### config.mk
export PLATFORM = sky130hd
export DESIGN_NAME = countdown_ctrl
export DESIGN_NICKNAME = d
export VERILOG_FILES = /design/src/rtl/countdown_ctrl.sv
export SDC_FILE = /design/constraint.sdc
export NUM_CORES = 1
export LEC_CHECK = 0
export ABC_AREA = 1
export CAP_MARGIN = 25
export CORE_MARGIN = 2
export CORE_UTILIZATION = 33
export CTS_BUF_LIST = sky130_fd_sc_hd__clkbuf_4
export CTS_CLUSTER_DIAMETER = 50
export DETAILED_ROUTE_END_ITERATION = 10
export PLACE_DENSITY_LB_ADDON = 0.05
export SYNTH_ARGS = -nofsm -noshare
export SYNTH_HDL_FRONTEND = slang
export SYNTH_SLANG_ARGS = --single-unit
export TNS_END_PERCENT = 10
### constraint.sdc
create_clock -name clk_in -period 1.9 [get_ports clk_in]
set_clock_uncertainty 0.1 [all_clocks]
set_input_delay 0.57 -clock clk_in [delete_from_list [all_inputs] [get_ports clk_in]]
set_output_delay 0.57 -clock clk_in [all_outputs]
set_load 0.03 [all_outputs]
### src/rtl/countdown_ctrl.sv
`default_nettype none
// ============================================================================
// Module   : countdown_ctrl
// Purpose  : IDLE/RUN/PAUSE/DONE sequencer for the 60 s countdown: 1 s
//            prescaler, two-digit BCD down-counter, preset and LED bank.
//            Define COUNTDOWN_ALARM_BLINK_EN for a blinking alarm in DONE.
// Revision : 1.0 - initial release
// ============================================================================
module countdown_ctrl #(
    parameter int         CLK_HZ         = 12_000_000,
    parameter logic [7:0] PRESET_DEFAULT = 8'h59
) (
    input  logic        clk_in,
    input  logic        rst_n_in,
    input  logic        key_start,
    input  logic        key_clr,
    input  logic        key_inc,
    output logic [3:0]  bcd_tens,
    output logic [3:0]  bcd_ones,
    output logic [1:0]  state,
    output logic        tick_1s,
    output logic        done,
    output logic [13:0] led
);

    localparam int            PW    = $clog2(CLK_HZ);
    localparam logic [PW-1:0] C_TC  = PW'(CLK_HZ - 1);
    localparam logic [PW-1:0] C_ONE = PW'(1);
`ifdef COUNTDOWN_ALARM_BLINK_EN
    localparam logic [PW-1:0] C_HALF = PW'(CLK_HZ / 2);
`endif

    typedef enum logic [1:0] {
        ST_IDLE  = 2'b00,
        ST_RUN   = 2'b01,
        ST_PAUSE = 2'b10,
        ST_DONE  = 2'b11
    } state_t;

    state_t        state_q, state_d;
    logic [7:0]    preset_q, preset_d;
    logic [7:0]    count_q, count_d;
    logic [PW-1:0] presc_q, presc_d;
    logic          tick_q, tick_d;
    logic          done_q, done_d;
    logic [13:0]   led_q, led_d;
    logic          at_tc;

    // Preset increment: 09 -> 10, 59 wraps to 01 so 00 is never a preset.
    function automatic logic [7:0] bcd_inc(input logic [7:0] v);
        logic [7:0] r;
        if (v == 8'h59)
            r = 8'h01;
        else if (v[3:0] == 4'd9)
            r = {v[7:4] + 4'd1, 4'd0};
        else
            r = {v[7:4], v[3:0] + 4'd1};
        return r;
    endfunction

    function automatic logic [7:0] bcd_dec(input logic [7:0] v);
        logic [7:0] r;
        if (v[3:0] == 4'd0)
            r = {v[7:4] - 4'd1, 4'd9};
        else
            r = {v[7:4], v[3:0] - 4'd1};
        return r;
    endfunction

    always_comb begin
        state_d  = state_q;
        preset_d = preset_q;
        count_d  = count_q;
        presc_d  = presc_q;
        tick_d   = 1'b0;
        at_tc    = (presc_q == C_TC);

        case (state_q)
            ST_IDLE: begin
                if (key_start) begin
                    state_d = ST_RUN;
                    presc_d = '0;
                end else if (key_inc) begin
                    preset_d = bcd_inc(preset_q);
                end
                count_d = preset_d;
            end
            ST_RUN: begin
                // The key_start cycle itself is the first paused cycle.
                if (at_tc) begin
                    presc_d = '0;
                    count_d = bcd_dec(count_q);
                    tick_d  = 1'b1;
                end else if (!key_start) begin
                    presc_d = presc_q + C_ONE;
                end
                if (at_tc && (count_q == 8'h01))
                    state_d = ST_DONE;
                else if (key_start)
                    state_d = ST_PAUSE;
            end
            ST_PAUSE: begin
                if (key_start)
                    state_d = ST_RUN;
            end
            ST_DONE: begin
                count_d = 8'h00;
`ifdef COUNTDOWN_ALARM_BLINK_EN
                presc_d = at_tc ? '0 : presc_q + C_ONE;
`else
                presc_d = '0;
`endif
            end
            default: state_d = ST_IDLE;
        endcase

        if (key_clr) begin
            state_d  = ST_IDLE;
            presc_d  = '0;
            preset_d = preset_q;
            count_d  = preset_q;
            tick_d   = 1'b0;
        end

        done_d = (state_d == ST_DONE);
        case (state_d)
            ST_RUN:   led_d = 14'h1FFF;
            ST_PAUSE: led_d = 14'h2FFF;
`ifdef COUNTDOWN_ALARM_BLINK_EN
            ST_DONE:  led_d = (presc_d < C_HALF) ? 14'h0000 : 14'h3FFF;
`else
            ST_DONE:  led_d = 14'h0000;
`endif
            default:  led_d = 14'h3FFF;
        endcase
    end

    always_ff @(posedge clk_in or negedge rst_n_in) begin
        if (!rst_n_in) begin
            state_q  <= ST_IDLE;
            preset_q <= PRESET_DEFAULT;
            count_q  <= PRESET_DEFAULT;
            presc_q  <= '0;
            tick_q   <= 1'b0;
            done_q   <= 1'b0;
            led_q    <= 14'h3FFF;
        end else begin
            state_q  <= state_d;
            preset_q <= preset_d;
            count_q  <= count_d;
            presc_q  <= presc_d;
            tick_q   <= tick_d;
            done_q   <= done_d;
            led_q    <= led_d;
        end
    end

    assign state    = state_q;
    assign bcd_tens = count_q[7:4];
    assign bcd_ones = count_q[3:0];
    assign tick_1s  = tick_q;
    assign done     = done_q;
    assign led      = led_q;

endmodule
`default_nettype wire

## Word-level counts from Yosys, hierarchy flattened

Cells that the tools add are included.

| word-level totals | value |
|---|---|
| register bits after elaboration | 58 |
| input port bits | 5 |
| output and inout bits | 26 |
| logic and storage cells | 59 |

| cells by class | value |
|---|---|
| add/subtract/negate cells | 5 |
| eq/ne operators | 14 |
| muxes and demuxes | 22 |
| bitwise gates (word level) | 1 |
| reductions and logical operators | 9 |

Operator list:

| kind | count |
|---|---|
| 24-bit two-way mux | 4 |
| 24-bit case mux with 3 select lines | 1 |
| 8-bit two-way mux | 7 |
| 14-bit case mux with 3 select lines | 1 |
| 24-bit by 1-bit adder with 24-bit output (second input constant) | 1 |
| 24-bit == test (second input constant) | 1 |
| 8-bit case mux with 3 select lines | 1 |
| 3-bit != test (second input constant) | 3 |
| 4-bit by 1-bit adder with 4-bit output (second input constant) | 2 |
| 2-bit == test (second input constant) | 4 |
| 8-bit by 1-bit == test with 1-bit output (second input constant) | 1 |
| 8-bit by 7-bit == test with 1-bit output (second input constant) | 1 |
| 2-bit two-way mux | 4 |
| 4-bit by 1-bit subtractor with 4-bit output (second input constant) | 2 |
| 3-bit AND reduction | 2 |
| 2-bit by 1-bit == test with 1-bit output (second input constant) | 2 |
| 4-bit == test (second input constant) | 1 |
| 4-bit logical NOT | 1 |
| 4-bit != test (second input constant) | 1 |
| 2-bit case mux with 2 select lines | 1 |
| 2-bit AND reduction | 2 |
| 4-bit nonzero test | 1 |
| 1-bit two-way mux | 3 |
| 2-bit logical NOT | 1 |
| 3 further kinds | 3 |

## Depth between registers and ports, before layout

Gate-level depths: netlist of run 1.

| depth | value |
|---|---|
| word-level depth | 7 |
| gate-level depth with buffers | 12 |
| depth with buffers taken out | 11 |

## Least setup slack after synthesis of run 1

No wires, ideal clock.

| timing | value |
|---|---|
| kind | input -> register |
| start point | in key_clr |
| end point | reg presc_q[18] |
| library setup time | 0.117 ns |
| arrival time | 1.675 ns |
| data required time | 1.683 ns |
| path slack | 0.008 ns |
| cell stages on the path | 10 |
| path buffers | 2 |
| path through | buf_4 inv_2 nand2_1 nor2_2 a21oi_2 nand2_2 nand2_4 buf_6 nand3_1 nand2_1 |

| on the way | value |
|---|---|
| cells in the longest elaborated chain, start to end | 2 |
| elaborated cells between the ends (all ways) | 5 |
| classes of those cells | eq/ne (2); mux (1); reduce/logical (2) |

RTL lines:

| item | line | text |
|---|---|---|
| start, declared | 16 | `input logic key_clr,` |
| 4-bit != test (no line) (tied with other cells) | n/a |  |
| 3-bit AND reduction (no line) | n/a |  |
| end signal, assigned | 151 | `presc_q <= presc_d;` |
| end, declared | 43 | `logic [PW-1:0] presc_q, presc_d;` |

Parallel ways exist; a longest one is shown, timed or not.
A chain may end at the register's enable or synchronous reset.

==> results.py, run 1 <==
metrics = {
    "power": {
        "ir_drop_uv": 411,
        "p_per_area_nw_per_um2": 706,
        "leakage_nw": 1.93,
        "p_total_mw": 2.93,
        "clockPowerShare_pct": 22.7,
        "p_comb_share_pct": 32.8,
        "p_sw_mw": 1.14,
        "power_frac_seq_pct": 44.5,
        "internal_power_mw": 1.79,
        "swShare_pct": 39.0,
    },
    "routing": {
        "drt-initial-drc-count": 182,
        "via_count": 3380,
        "drc_errors": 0,
        "routed_wl_um": 9960,
        "firstDrtPassIters": 4,
        "via_per_inst": 4.88,
        "wl_per_cell_um": 14.4,
        "ant_nets": 0,
    },
    "job": {
        "maxCapViolCount": 0,
    },
    "setup_path": {
        "cpMaxStageDelayCell": "dfstp_2",
        "crit_chain": "buf_4",
        "max_stage_delay_ns": 0.66,
        "cp-start-kind": "flop",
        "cp.arrival_ns": 1.22,
        "crit_type": "flop to primary output",
        "required_ns": 1.23,
        "crit_fanout": 12,
        "crit_family": "flip-flops",
        "cp-end-kind": "primary output",
        "critPathBufInv": 1,
    },
    "synthesis": {
        "yosysWarnings": 0,
        "yosysUniqueCellTypes": 35,
        "async_reset_ff_share_pct": 100,
        "synthCells": 494,
        "netlist_area_um2": 3360,
        "ys_ff_latch": 47,
        "syn_nets": 506,
        "synth-main-ff-cell": "dfrtp_1",
        "syn_area_per_cell_um2": 6.81,
        "yosysSeqAreaShare_pct": 35.4,
        "synth_edf_count": 0,
    },
    "sta": {
        "max_slew_margin_pct": 76.8,
        "fin_crit_sh_pct": 99.3,
        "rsz0062_at_grt": "yes",
        "whs_ns": 0.0373,
        "setup_tns_ns": 0,
        "finalSetupViolations": 0,
        "period_minus_slack_ns": 1.89,
        "worst_slew_pin_slew_ns": 0.348,
        "drv_slew": 0,
        "hold_viol": 0,
        "fin_ws_ns": 0.0127,
        "fmax_mhz": 530,
    },
    "placed_design": {
        "port_buffers": 30,
        "dp.final_hpwl_um": 7400,
        "place_area_um2": 4020,
        "routabilityCongestion": 0.912,
        "dp_slack_ns": -0.400,
        "dp.cells": 682,
    },
    "global_routing": {
        "grt-ovfl-total": 0,
        "grt-busiest-layer": "met1",
        "gr-usage-met3_pct": 2.37,
        "met1_usage_pct": 30.1,
        "grt_pass1_wl_um": 16700,
        "use_met2_pct": 27.5,
        "antenna_found_initial": 0,
        "grt_pass1_vias": 3215,
        "grt.total_usage_pct": 18.9,
        "grt_max_degree": 48,
    },
    "floorplanning": {
        "io_pins": 31,
        "start_util_pct": 34.3,
        "design.core.area_um2": 9820,
        "die_h_um": 105,
        "std_cell_rows": 36,
        "die_area_um2": 11000,
        "dieWidth_um": 105,
    },
    "clocking": {
        "clk_pin_slew_worst_paths_ns": 0.17,
        "clk_path_buf_depth": 2,
        "cts_sinks": 47,
        "cts_root_buf": "clkbuf_4",
        "numCtsBuffers": 5,
        "worstSkewPairLatency_ns": 0.38,
        "cts-htree-levels": 2,
        "cts_tree": "done",
        "holdBufCountCts": 0,
    },
    "finish": {
        "finalNonFillerCells": 692,
        "final_area_um2": 4160,
        "final_util_pct": 42.3,
        "nNetsFinal": 570,
        "drive_gt1_share_pct": 23.1,
        "n_antenna_cell": 0,
        "area_delta_synth_final_pct": 23.5,
    },
    "status": {
        "status": "finished clean",
    },
    "worst_hold_path": {
        "hold_class": "input pin to async pin",
    },
}
==> synthesized netlist by cell type (2+ instances only) <==
master	number	area (µm²)
nor2_4	3	33.8
nand2_2	3	18.8
nand2_1	148	556
xor2_1	4	35.0
nand3_1	50	250
a21oi_1	9	45.0
ha_1	7	87.6
o21ai_1	10	50.1
nor2_1	61	229
inv_2	7	26.3
dfstp_2	11	289
nand4_1	22	138
o211ai_1	2	15.0
or2_2	3	18.8
dfrtp_1	36	901
a21oi_2	2	17.5
buf_4	12	90.1
buf_6	3	33.8
buf_2	2	10.0
nand2_4	3	33.8
inv_1	46	173
o21ai_0	24	120
clkbuf_1	5	18.8
o21bai_1	4	30.0
nand3b_1	3	22.5
nor3_1	5	25.0
==> state kept, by name, summed over array words and instances (netlist names) <==
register / flops
count_q: 8
done: 1
led: 3
presc_q: 24
preset_q: 8
state: 2
tick_1s: 1
==> repair_timing <==
action,in CTS,in global routing
resized for setup,22,20
cloned,0,1
buffers inserted,0,1
setup endpoints to repair,22,49
pin swaps,0,2
==> kinds of logic (layout without fill, tap and decap cells) <==
kind of cell,Yosys count,after routing,share of synthesized area (%)
compound gates,54,54,9.11
fa+ha+maj,7,7,2.60
xor+xnor,4,4,1.04
flops,47,47,35.4
buf+inv,75,139,10.5
simple gates,307,308,41.4
==> final timing paths <==
check                      depth (start not counted)     endpoint        from  slack, ns
setup / recovery                                   1       led[1]     led[11]       0.01
hold / removal                                     2  preset_q[7]    rst_n_in       0.04
setup reg to reg                                  12   count_q[6]  presc_q[0]       0.12
hold reg to reg                                    2   count_q[3]  count_q[3]       0.42
max in group asynchronous                          2      led[13]    rst_n_in       1.37
min in group clk_in                                2   count_q[3]  count_q[3]       0.42
==> cell usage in the layout, fill, tap and decap left out, types with 3 or more instances in the layout <==
cell type / synthesis / layout
o21ai_0: 24 / 24
o21ai_1: 10 / 10
nand3b_1: 3 / 3
buf_4: 12 / 62
clkbuf_4: 0 / 5
nor2_4: 3 / 4
dlygate4sd2_1: 0 / 3
nand4_1: 22 / 22
dfrtp_1: 36 / 34
nand3_1: 50 / 50
nor3_1: 5 / 5
a21oi_1: 9 / 9
nand2_4: 3 / 6
inv_2: 7 / 10
dfstp_2: 11 / 11
nor2_1: 61 / 56
nor2_2: 1 / 5
o21bai_1: 4 / 4
nand2_1: 148 / 148
clkdlybuf4s15_2: 0 / 3
buf_12: 0 / 3
buf_2: 2 / 3
or2_2: 3 / 3
inv_1: 46 / 43
ha_1: 7 / 7
xor2_1: 4 / 4
==> per-layer routing <==
layer	wire (µm)	up-vias	share of wire [%]
met2	4060	80	41
met4	72	0	0.72
met1	5260	1567	53
met5	0	-	0
li1	-	1727	-
met3	564	6	5.7
==> power by group through the flow <==
stage,registers [mW],logic [mW],clock network [mW]
after floorplan,1.39,0.506,0
after global placement,1.32,0.949,0
after detailed placement,1.31,0.957,0
after CTS,1.30,0.946,0.700
after global routing,1.33,1.07,0.742
final,1.30,0.963,0.665
==> area by class of cell <==
cell class / count / area [µm²]
clock buffer: 5 / 37.5
timing repair buffer: 78 / 638
fill: 1062 / 5660
sequential: 47 / 1190
inverter: 53 / 199
multi-input combinational: 373 / 1880
tap: 133 / 166
clock inverter: 3 / 46.3
No activity file was read; power rests on OpenSTA's default activity.
==> run 2, diff against run 1 <==
--- a/config.mk
+++ b/config.mk
@@ -6,8 +6,9 @@
 export NUM_CORES = 1
 export LEC_CHECK = 0
 export ABC_AREA = 1
+export ABC_CLOCK_PERIOD_IN_PS = 1900
 export CAP_MARGIN = 25
-export CORE_MARGIN = 2
+export CORE_MARGIN = 10
 export CORE_UTILIZATION = 33
 export CTS_BUF_LIST = sky130_fd_sc_hd__clkbuf_4
 export CTS_CLUSTER_DIAMETER = 50
==> run 2 against run 1 <==
Against the previous run:
- global-route usage decreased by 4.3 points
- clock power grew 1%
- largest power group unchanged
- cell area increased by 1.3%
- combinational power rose by 6%
- highest routed layer unchanged
- total power is 1.7% higher
==> results.py, run 2 (synthesis gave the netlist of run 1 again) <==
metrics = {
    "setup_path": {
        "max_stage_delay_ns": 0.65,
        "reg2regPathDepth": 11,
        "crit_path_start": "led[11]",
        "ff2ff_setup_slack_ns": 0.10,
        "crit_family": "flip-flops",
        "required_ns": 1.23,
        "cp-end-kind": "primary output",
        "worstReg2RegEnd": "presc_q[21]",
        "crit_fanout": 12,
        "critPathBufInv": 1,
        "cp.arrival_ns": 1.21,
        "crit_chain": "buf_4",
        "crit_cells": 1,
        "r2r_start": "presc_q[1]",
        "cp-start-kind": "flop",
        "critPathCapture": "led[8]",
        "crit_type": "flop to primary output",
        "cpMaxStageDelayCell": "dfstp_2",
    },
    "global_routing": {
        "grt_pass1_vias": 3300,
        "antenna_found_initial": 0,
        "grt_pass1_wl_um": 17400,
        "grt-ovfl-total": 0,
        "grt.total_usage_pct": 14.6,
        "grt_max_degree": 34,
    },
    "floorplanning": {
        "design.core.area_um2": 9860,
        "die_h_um": 121,
        "dieWidth_um": 121,
        "start_util_pct": 34.1,
        "std_cell_rows": 36,
        "io_pins": 31,
        "die_area_um2": 14600,
    },
    "job": {
        "maxCapViolCount": 0,
    },
    "clocking": {
        "cts-htree-levels": 2,
        "numCtsBuffers": 5,
        "clk_pin_slew_worst_paths_ns": 0.14,
        "cts_root_buf": "clkbuf_4",
        "worstSkewPairLatency_ns": 0.38,
        "cts_sinks": 47,
        "cts_tree": "done",
        "clk_path_buf_depth": 2,
    },
    "finish": {
        "nNetsFinal": 576,
        "layout_commonest_cell": "nand2_1",
        "top_register": "presc_q",
        "final_cell_mix": "147 x nand2_1, 64 x buf_4, 53 x nor2_1",
        "area_delta_synth_final_pct": 25.1,
        "n_antenna_cell": 0,
        "biggestRegsByFlops": "presc_q: 24 flops, count_q: 8 flops, preset_q: 8 flops",
        "final_area_um2": 4210,
        "drive_gt1_share_pct": 23.5,
        "largest_reg_flops": 24,
    },
    "placed_design": {
        "place_area_um2": 4060,
        "dp_slack_ns": -0.405,
        "dp.final_hpwl_um": 7790,
        "routabilityCongestion": 0.856,
        "port_buffers": 30,
    },
    "power": {
        "p_sw_mw": 1.14,
        "p_per_area_nw_per_um2": 709,
        "swShare_pct": 38.0,
        "power_frac_seq_pct": 43.2,
        "p_comb_share_pct": 34.2,
        "leakage_nw": 1.97,
        "p_total_mw": 2.98,
        "clockPowerShare_pct": 22.6,
        "ir_drop_uv": 471,
        "internal_power_mw": 1.85,
    },
    "worst_hold_path": {
        "hold_class": "flop to flop",
        "whs_path_depth": 2,
    },
    "routing": {
        "routed_wl_um": 10500,
        "via_per_inst": 4.90,
        "wl_per_cell_um": 15.0,
        "ant_nets": 0,
        "drt-initial-drc-count": 237,
        "firstDrtPassIters": 5,
        "via_count": 3417,
        "drc_errors": 0,
    },
    "status": {
        "status": "finished clean",
    },
    "sta": {
        "period_minus_slack_ns": 1.88,
        "drv_slew": 0,
        "fmax_mhz": 532,
        "fin_ws_ns": 0.0203,
        "finalSetupViolations": 0,
        "hold_viol": 0,
        "rsz0062_at_grt": "yes",
        "max_slew_margin_pct": 74.1,
        "worst_slew_pin_slew_ns": 0.389,
        "fin_crit_sh_pct": 98.9,
    },
}
## run 2: how the worst min path moves through the flow
stage          startpoint    endpoint  slack (ns)
4_1_cts        count_q[3]  count_q[3]        0.43
6_report       count_q[3]  count_q[3]        0.42
5_1_grt        count_q[3]  count_q[3]        0.45
3_5_place_dp   count_q[3]  count_q[3]        0.41
2_1_floorplan    rst_n_in  count_q[1]        0.17
3_3_place_gp   count_q[3]  count_q[3]        0.40
## run 2: area by class of cell
cell class / count / area [µm²]
Sequential cell: 47 / 1190
Multi-Input combinational cell: 373 / 1870
Fill cell: 1036 / 5660
Clock buffer: 7 / 52.6
Clock inverter: 1 / 30.0
Tap cell: 133 / 166
Timing Repair Buffer: 84 / 699
Inverter: 53 / 199
## run 2: power by group through the flow
| stage | logic, mW | clock network, mW | registers (mW) |
|---|---|---|---|
| 2_1_floorplan | 0.506 | 0 | 1.39 |
| 3_3_place_gp | 1.02 | 0 | 1.30 |
| 3_5_place_dp | 1.02 | 0 | 1.30 |
| 4_1_cts | 1.01 | 0.698 | 1.29 |
| 5_1_grt | 1.16 | 0.734 | 1.31 |
| 6_report | 1.02 | 0.673 | 1.29 |
## run 2: per-stage QoR
step                      setup TNS (ns)  hold WS (ns)  instances  util, %
after detailed placement          -12.61         0.413        686     41.2
final                                  0         0.424        698     42.7
after CTS                         -0.236         0.428        695     42.1
after global routing              -0.705         0.453        698     42.7
after floorplan                        0         0.174        494        -
after global placement            -12.13         0.401        686     41.2
## run 2: timing repair
item / 4_1_cts / 5_1_grt
buffers inserted: 0 / 2
cloned: 0 / 1
gates resized for setup: 15 / 26
hold buffers: 1 / 0
pin swaps: 0 / 3
endpoints found under the setup margin: 21 / 54
endpoints found under the hold margin: 7 / 0
## run 2: per-layer routing
layer	global-route usage, %	routed length [µm]	vias to the layer above
met3	3.40	655	14
met1	21.3	5400	1574
met2	21.2	4300	90
li1	-	-	1739
met4	3.32	123	0
met5	0	0	-
